File: config.mk
export PLATFORM = sky130hd
export DESIGN_NAME = dec2to4_pulser
export DESIGN_NICKNAME = d
export VERILOG_FILES = /design/src/rtl/dec2to4_pulser.sv
export SDC_FILE = /design/constraint.sdc
export NUM_CORES = 1
export LEC_CHECK = 0
export CAP_MARGIN = 15
export CORE_UTILIZATION = 49
export DETAILED_ROUTE_END_ITERATION = 7
export PLACE_DENSITY = 0.72
export SETUP_SLACK_MARGIN = 0.05
export SYNTH_ARGS = -nofsm -noshare
export SYNTH_HDL_FRONTEND = slang
export SYNTH_SLANG_ARGS = --single-unit
File: constraint.sdc
create_clock -name clk -period 2.1 [get_ports clk]
set_input_delay 0.42 -clock clk [delete_from_list [all_inputs] [get_ports clk]]
set_output_delay 0.42 -clock clk [all_outputs]
set_load 0.05 [all_outputs]
File: src/rtl/dec2to4_pulser.sv
// Sequential 2-to-4 decoder: 2-entry code FIFO feeding a one-hot strobe of PULSE_LEN cycles.
// Optional macro DEC_PULSE_GAP_EN inserts one all-zero cycle after every strobe.
module dec2to4_pulser #(
  parameter int PULSE_LEN = 4
) (
  input  logic       clk,
  input  logic       rst,
  input  logic [1:0] in_code,
  input  logic       in_valid,
  output logic       in_ready,
  output logic [3:0] out_onehot,
  output logic       out_valid,
  output logic       done,
  output logic       busy
);

`ifdef DEC_PULSE_GAP_EN
  typedef enum logic [1:0] {IDLE, PULSE, GAP} state_t;
`else
  typedef enum logic [1:0] {IDLE, PULSE} state_t;
`endif

  localparam logic [7:0] CNT_LOAD = 8'(PULSE_LEN - 1);

  logic [1:0] mem [2];
  logic       wr_ptr, rd_ptr;
  logic [1:0] count;
  logic       push, pop;
  logic [1:0] head;

  state_t     state, state_n;
  logic [7:0] cnt, cnt_n;
  logic [3:0] onehot_n;

  // Ready comes from the registered count only, so no input-to-output path.
  assign in_ready  = (count != 2'd2);
  assign push      = in_valid && in_ready;
  assign head      = mem[rd_ptr];
  assign out_valid = |out_onehot;
  assign done      = (state == PULSE) && (cnt == 8'd0);
  assign busy      = (state != IDLE) || (count != 2'd0);

  always_ff @(posedge clk) begin
    if (push) mem[wr_ptr] <= in_code;
  end

  always_ff @(posedge clk or posedge rst) begin
    if (rst) begin
      wr_ptr <= 1'b0;
      rd_ptr <= 1'b0;
      count  <= 2'd0;
    end else begin
      if (push) wr_ptr <= ~wr_ptr;
      if (pop)  rd_ptr <= ~rd_ptr;
      count <= count + {1'b0, push} - {1'b0, pop};
    end
  end

  always_ff @(posedge clk or posedge rst) begin
    if (rst) begin
      state      <= IDLE;
      cnt        <= 8'd0;
      out_onehot <= 4'b0000;
    end else begin
      state      <= state_n;
      cnt        <= cnt_n;
      out_onehot <= onehot_n;
    end
  end

  always_comb begin
    state_n  = state;
    cnt_n    = cnt;
    onehot_n = out_onehot;
    pop      = 1'b0;
    case (state)
      PULSE: begin
        if (cnt != 8'd0) begin
          cnt_n = cnt - 8'd1;
        end else begin
`ifdef DEC_PULSE_GAP_EN
          state_n  = GAP;
          onehot_n = 4'b0000;
`else
          // Back-to-back reload keeps strobes contiguous.
          if (count != 2'd0) begin
            pop      = 1'b1;
            onehot_n = 4'b0001 << head;
            cnt_n    = CNT_LOAD;
          end else begin
            state_n  = IDLE;
            onehot_n = 4'b0000;
          end
`endif
        end
      end
      default: begin
        // IDLE, and GAP which behaves as IDLE on its single cycle.
        if (count != 2'd0) begin
          pop      = 1'b1;
          onehot_n = 4'b0001 << head;
          cnt_n    = CNT_LOAD;
          state_n  = PULSE;
        end else begin
          state_n  = IDLE;
          onehot_n = 4'b0000;
        end
      end
    endcase
  end

endmodule

==> flow_metrics.py <==
metrics = {
    "logic_synthesis": {
        "synth_mux_area_share_pct": 10.5,
        "synth-xor-area-share_pct": 3.13,
        "netlist_area_sq_um": 1120,
        "synthArstFlopShare_pct": 81.0,
        "synth_area_per_cell_sq_um": 11.0,
        "synth-simple-area-share_pct": 17.5,
        "synth.net_count": 110,
        "ys_ff_latch": 21,
        "syn_inst": 102,
        "synth_top_family_by_area": "simple AND/OR/NAND/NOR gates",
        "yosysUniqueCellTypes": 37,
        "synth.yosys.seq_area_share_pct": 48.7,
        "ys_warn_count": 0,
        "synth_edf_count": 4,
        "synth-compound-area-share_pct": 12.5,
        "yosys.area_share.adder_pct": 3.35,
        "synth_ff_type": "dfrtp_1",
    },
    "setup_path": {
        "worstPathRequired_ns": 1.68,
        "cp.arrival_ns": 1.79,
        "end_kind": "primary output",
        "cp_max_fo": 2,
        "critical_path_class": "register to primary output",
        "critPathLaunchType": "register",
    },
    "placed_design": {
        "dp.final_hpwl_um": 1630,
        "place_congestion": 0.892,
        "post-place-cells": 149,
        "placed_cell_area_sq_um": 1360,
        "dpl_worst_slack_ns": -0.0752,
        "io_buffers": 12,
    },
    "floorplanning": {
        "rows": 16,
        "die-width_um": 49.8,
        "fp.coreArea_sq_um": 2060,
        "dieArea_sq_um": 2480,
        "ios": 13,
        "die_y_um": 49.8,
        "initial_core_util_pct": 54.4,
    },
    "finish": {
        "multi_input_area_sq_um": 543,
        "fin_cells": 157,
        "fin_area_sq_um": 1430,
        "fin_nets": 139,
        "fillers": 154,
        "area_delta_synth_final_pct": 27.6,
        "drive_above_1_share_pct": 28.5,
        "seq_area_sq_um": 546,
        "antenna_cells": 0,
    },
    "timing": {
        "worst_slack_ns": -0.111,
        "min_period_ns": 2.21,
        "hold_slack_ns": 0.499,
        "skew_ns": 0.00148,
        "rsz0062_at_grt": "true",
        "final_max_slew_viol_count": 0,
        "relSlewSlack_pct": 56.1,
        "worst_pin_slew_ns": 0.657,
        "finalCritPeriodShare_pct": 105,
        "final-setup-viol-count": 2,
        "hold_viol_final": 0,
        "fmax_mhz": 452,
    },
    "global_routing": {
        "grt_max_degree": 18,
        "grt.overflow.total": 0,
        "grt_antenna_before_repair": 0,
        "grt_pass1_wl_um": 3730,
        "grt_pass1_vias": 839,
        "grt_usage_pct": 20.3,
    },
    "routing": {
        "wl_per_cell_um": 14.6,
        "antenna_left": 0,
        "drc": 0,
        "drt-initial-drc-count": 19,
        "viasPerCell": 5.64,
        "routed_wl_um": 2290,
        "firstDrtPassIters": 4,
        "vias": 886,
    },
    "cts": {
        "hold_buffers": 0,
        "htreeDepth": 1,
        "cts_sinks": 21,
        "numCtsBuffers": 3,
        "clock_path_buffers": 2,
        "clkTransAtPathRegs_ns": 0.11,
        "cts-root-buf": "clkbuf_4",
        "clk_latency_ns": 0.31,
        "cts_tree": "yes",
    },
    "worst_hold_path": {
        "hp-class": "input port to async pin",
    },
    "run": {
        "drv_cap": 0,
    },
    "power_and_ir_drop": {
        "combPwrFrac_pct": 58.6,
        "p_int_uw": 1270,
        "clkPwrFrac_pct": 8.5,
        "p_seq_share_pct": 32.9,
        "p_leak_uw": 0.000605,
        "power-per-cell-area_nw_per_um2": 1600,
        "netSwitchingFraction_pct": 44.7,
        "netSwitchingPower_uw": 1020,
        "worst_ir_drop_vdd_v": 0.00101,
    },
    "status": {
        "status": "finished with violations",
        "violations": "negative setup slack",
    },
}
## cell families after synthesis
kind of cell | count (synthesis)
and+or+nand+nor | 35
DFF | 21
AOI/OAI and AO/OA | 17
buffers and inverters | 11
muxes | 11
xor gates and xnor gates | 4
adders and majority gates | 3
## state kept, by name, indices dropped and copies added, names as in the netlist
register,cells
wr_ptr,1
out_onehot,4
count,2
cnt,8
state,1
rd_ptr,1
mem,4
## worst paths after layout
check / start / endpoint / slack [ns] / depth (start not counted)
worst max register to register: cnt[5] / count[1] / -0.01 / 7
max in group asynchronous: rst / cnt[7] / 1.18 / 2
min in group clk: out_onehot[2] / out_onehot[2] / 0.52 / 1
worst min-delay path: rst / cnt[0] / 0.50 / 2
worst max-delay path: cnt[5] / done / -0.11 / 5
worst min register to register: out_onehot[2] / out_onehot[2] / 0.52 / 1
## cell usage after synthesis, drive strengths merged, types with 2 or more instances
| library cell | n | area, sq um |
|---|---|---|
| xnor2 | 3 | 26.3 |
| dfrtp | 17 | 425 |
| nor2 | 3 | 11.3 |
| a21oi | 2 | 10.0 |
| nand4 | 2 | 12.5 |
| or4 | 2 | 15.0 |
| edfxtp | 4 | 120 |
| o211ai | 3 | 22.5 |
| mux2i | 5 | 50.1 |
| ha | 3 | 37.5 |
| inv | 5 | 18.8 |
| a31oi | 2 | 12.5 |
| o21ai | 5 | 36.3 |
| nand2b | 3 | 18.8 |
| clkbuf | 5 | 18.8 |
| nand2 | 6 | 22.5 |
| mux2 | 6 | 67.6 |
| nor3 | 7 | 35.0 |
| nor2b | 3 | 18.8 |
## metal layers
metal	wire length [um]	up-vias	global-route usage, %
li1	-	427	-
met1	991	425	25.7
met2	1170	29	34.9
met3	100	5	3.09
met4	34	0	7.14
met5	0	-	0
## critical path: stages, from the launching register on
cell     delay [ns]
dfrtp_1        0.39
or4_4          0.57
buf_6          0.15
nor2_4         0.08
and2_4         0.16
buf_12         0.13
## power by group through the flow
stage,registers (uW),logic [uW],clock network [uW]
floorplan,856,749,0
finish,753,1340,195
global placement,746,1220,0
global route,782,1440,217
CTS,753,1320,198
detailed placement,758,1260,0
## through the flow
step / total power [uW] / util (%) / TNS (ns)
2_1_floorplan: 1610 / - / -0.0801
3_5_place_dp: 2010 / 65.7 / -0.0752
3_3_place_gp: 1970 / 65.7 / -0.0180
6_report: 2290 / 69.4 / -0.124
5_1_grt: 2440 / 69.4 / -0.324
4_1_cts: 2270 / 68.6 / -0.187
## final cells by class
type | count | share of cell area (%)
Clock buffer | 3 | 1.57
Clock inverter | 1 | 0.350
Inverter | 5 | 1.31
Multi-Input combinational cell | 70 | 38.0
Sequential cell | 21 | 38.1
Tap cell | 27 | 2.36
Timing Repair Buffer | 30 | 18.3
## timing repair
item,4_1_cts,5_1_grt
pin swaps,3,2
setup endpoints to repair,2,3
endpoints found under the hold margin,0,0
buffers inserted,2,2
gates resized for setup,5,0
## layout by cell type, fill, tap and decap left out, types with 2 or more instances in the layout
master            n
buf_4            20
dfrtp_1          17
clkdlybuf4s50_1   8
nor3_1            7
nand2_1           6
mux2_2            5
mux2i_1           5
inv_1             5
o21ai_0           4
edfxtp_1          4
nor2b_1           3
xnor2_1           3
o211ai_1          3
nand2b_1          3
ha_1              3
clkbuf_4          3
nor2_1            2
nand4_1           2
a21oi_1           2
a31oi_1           2
No activity file was read; power rests on OpenSTA's default activity.
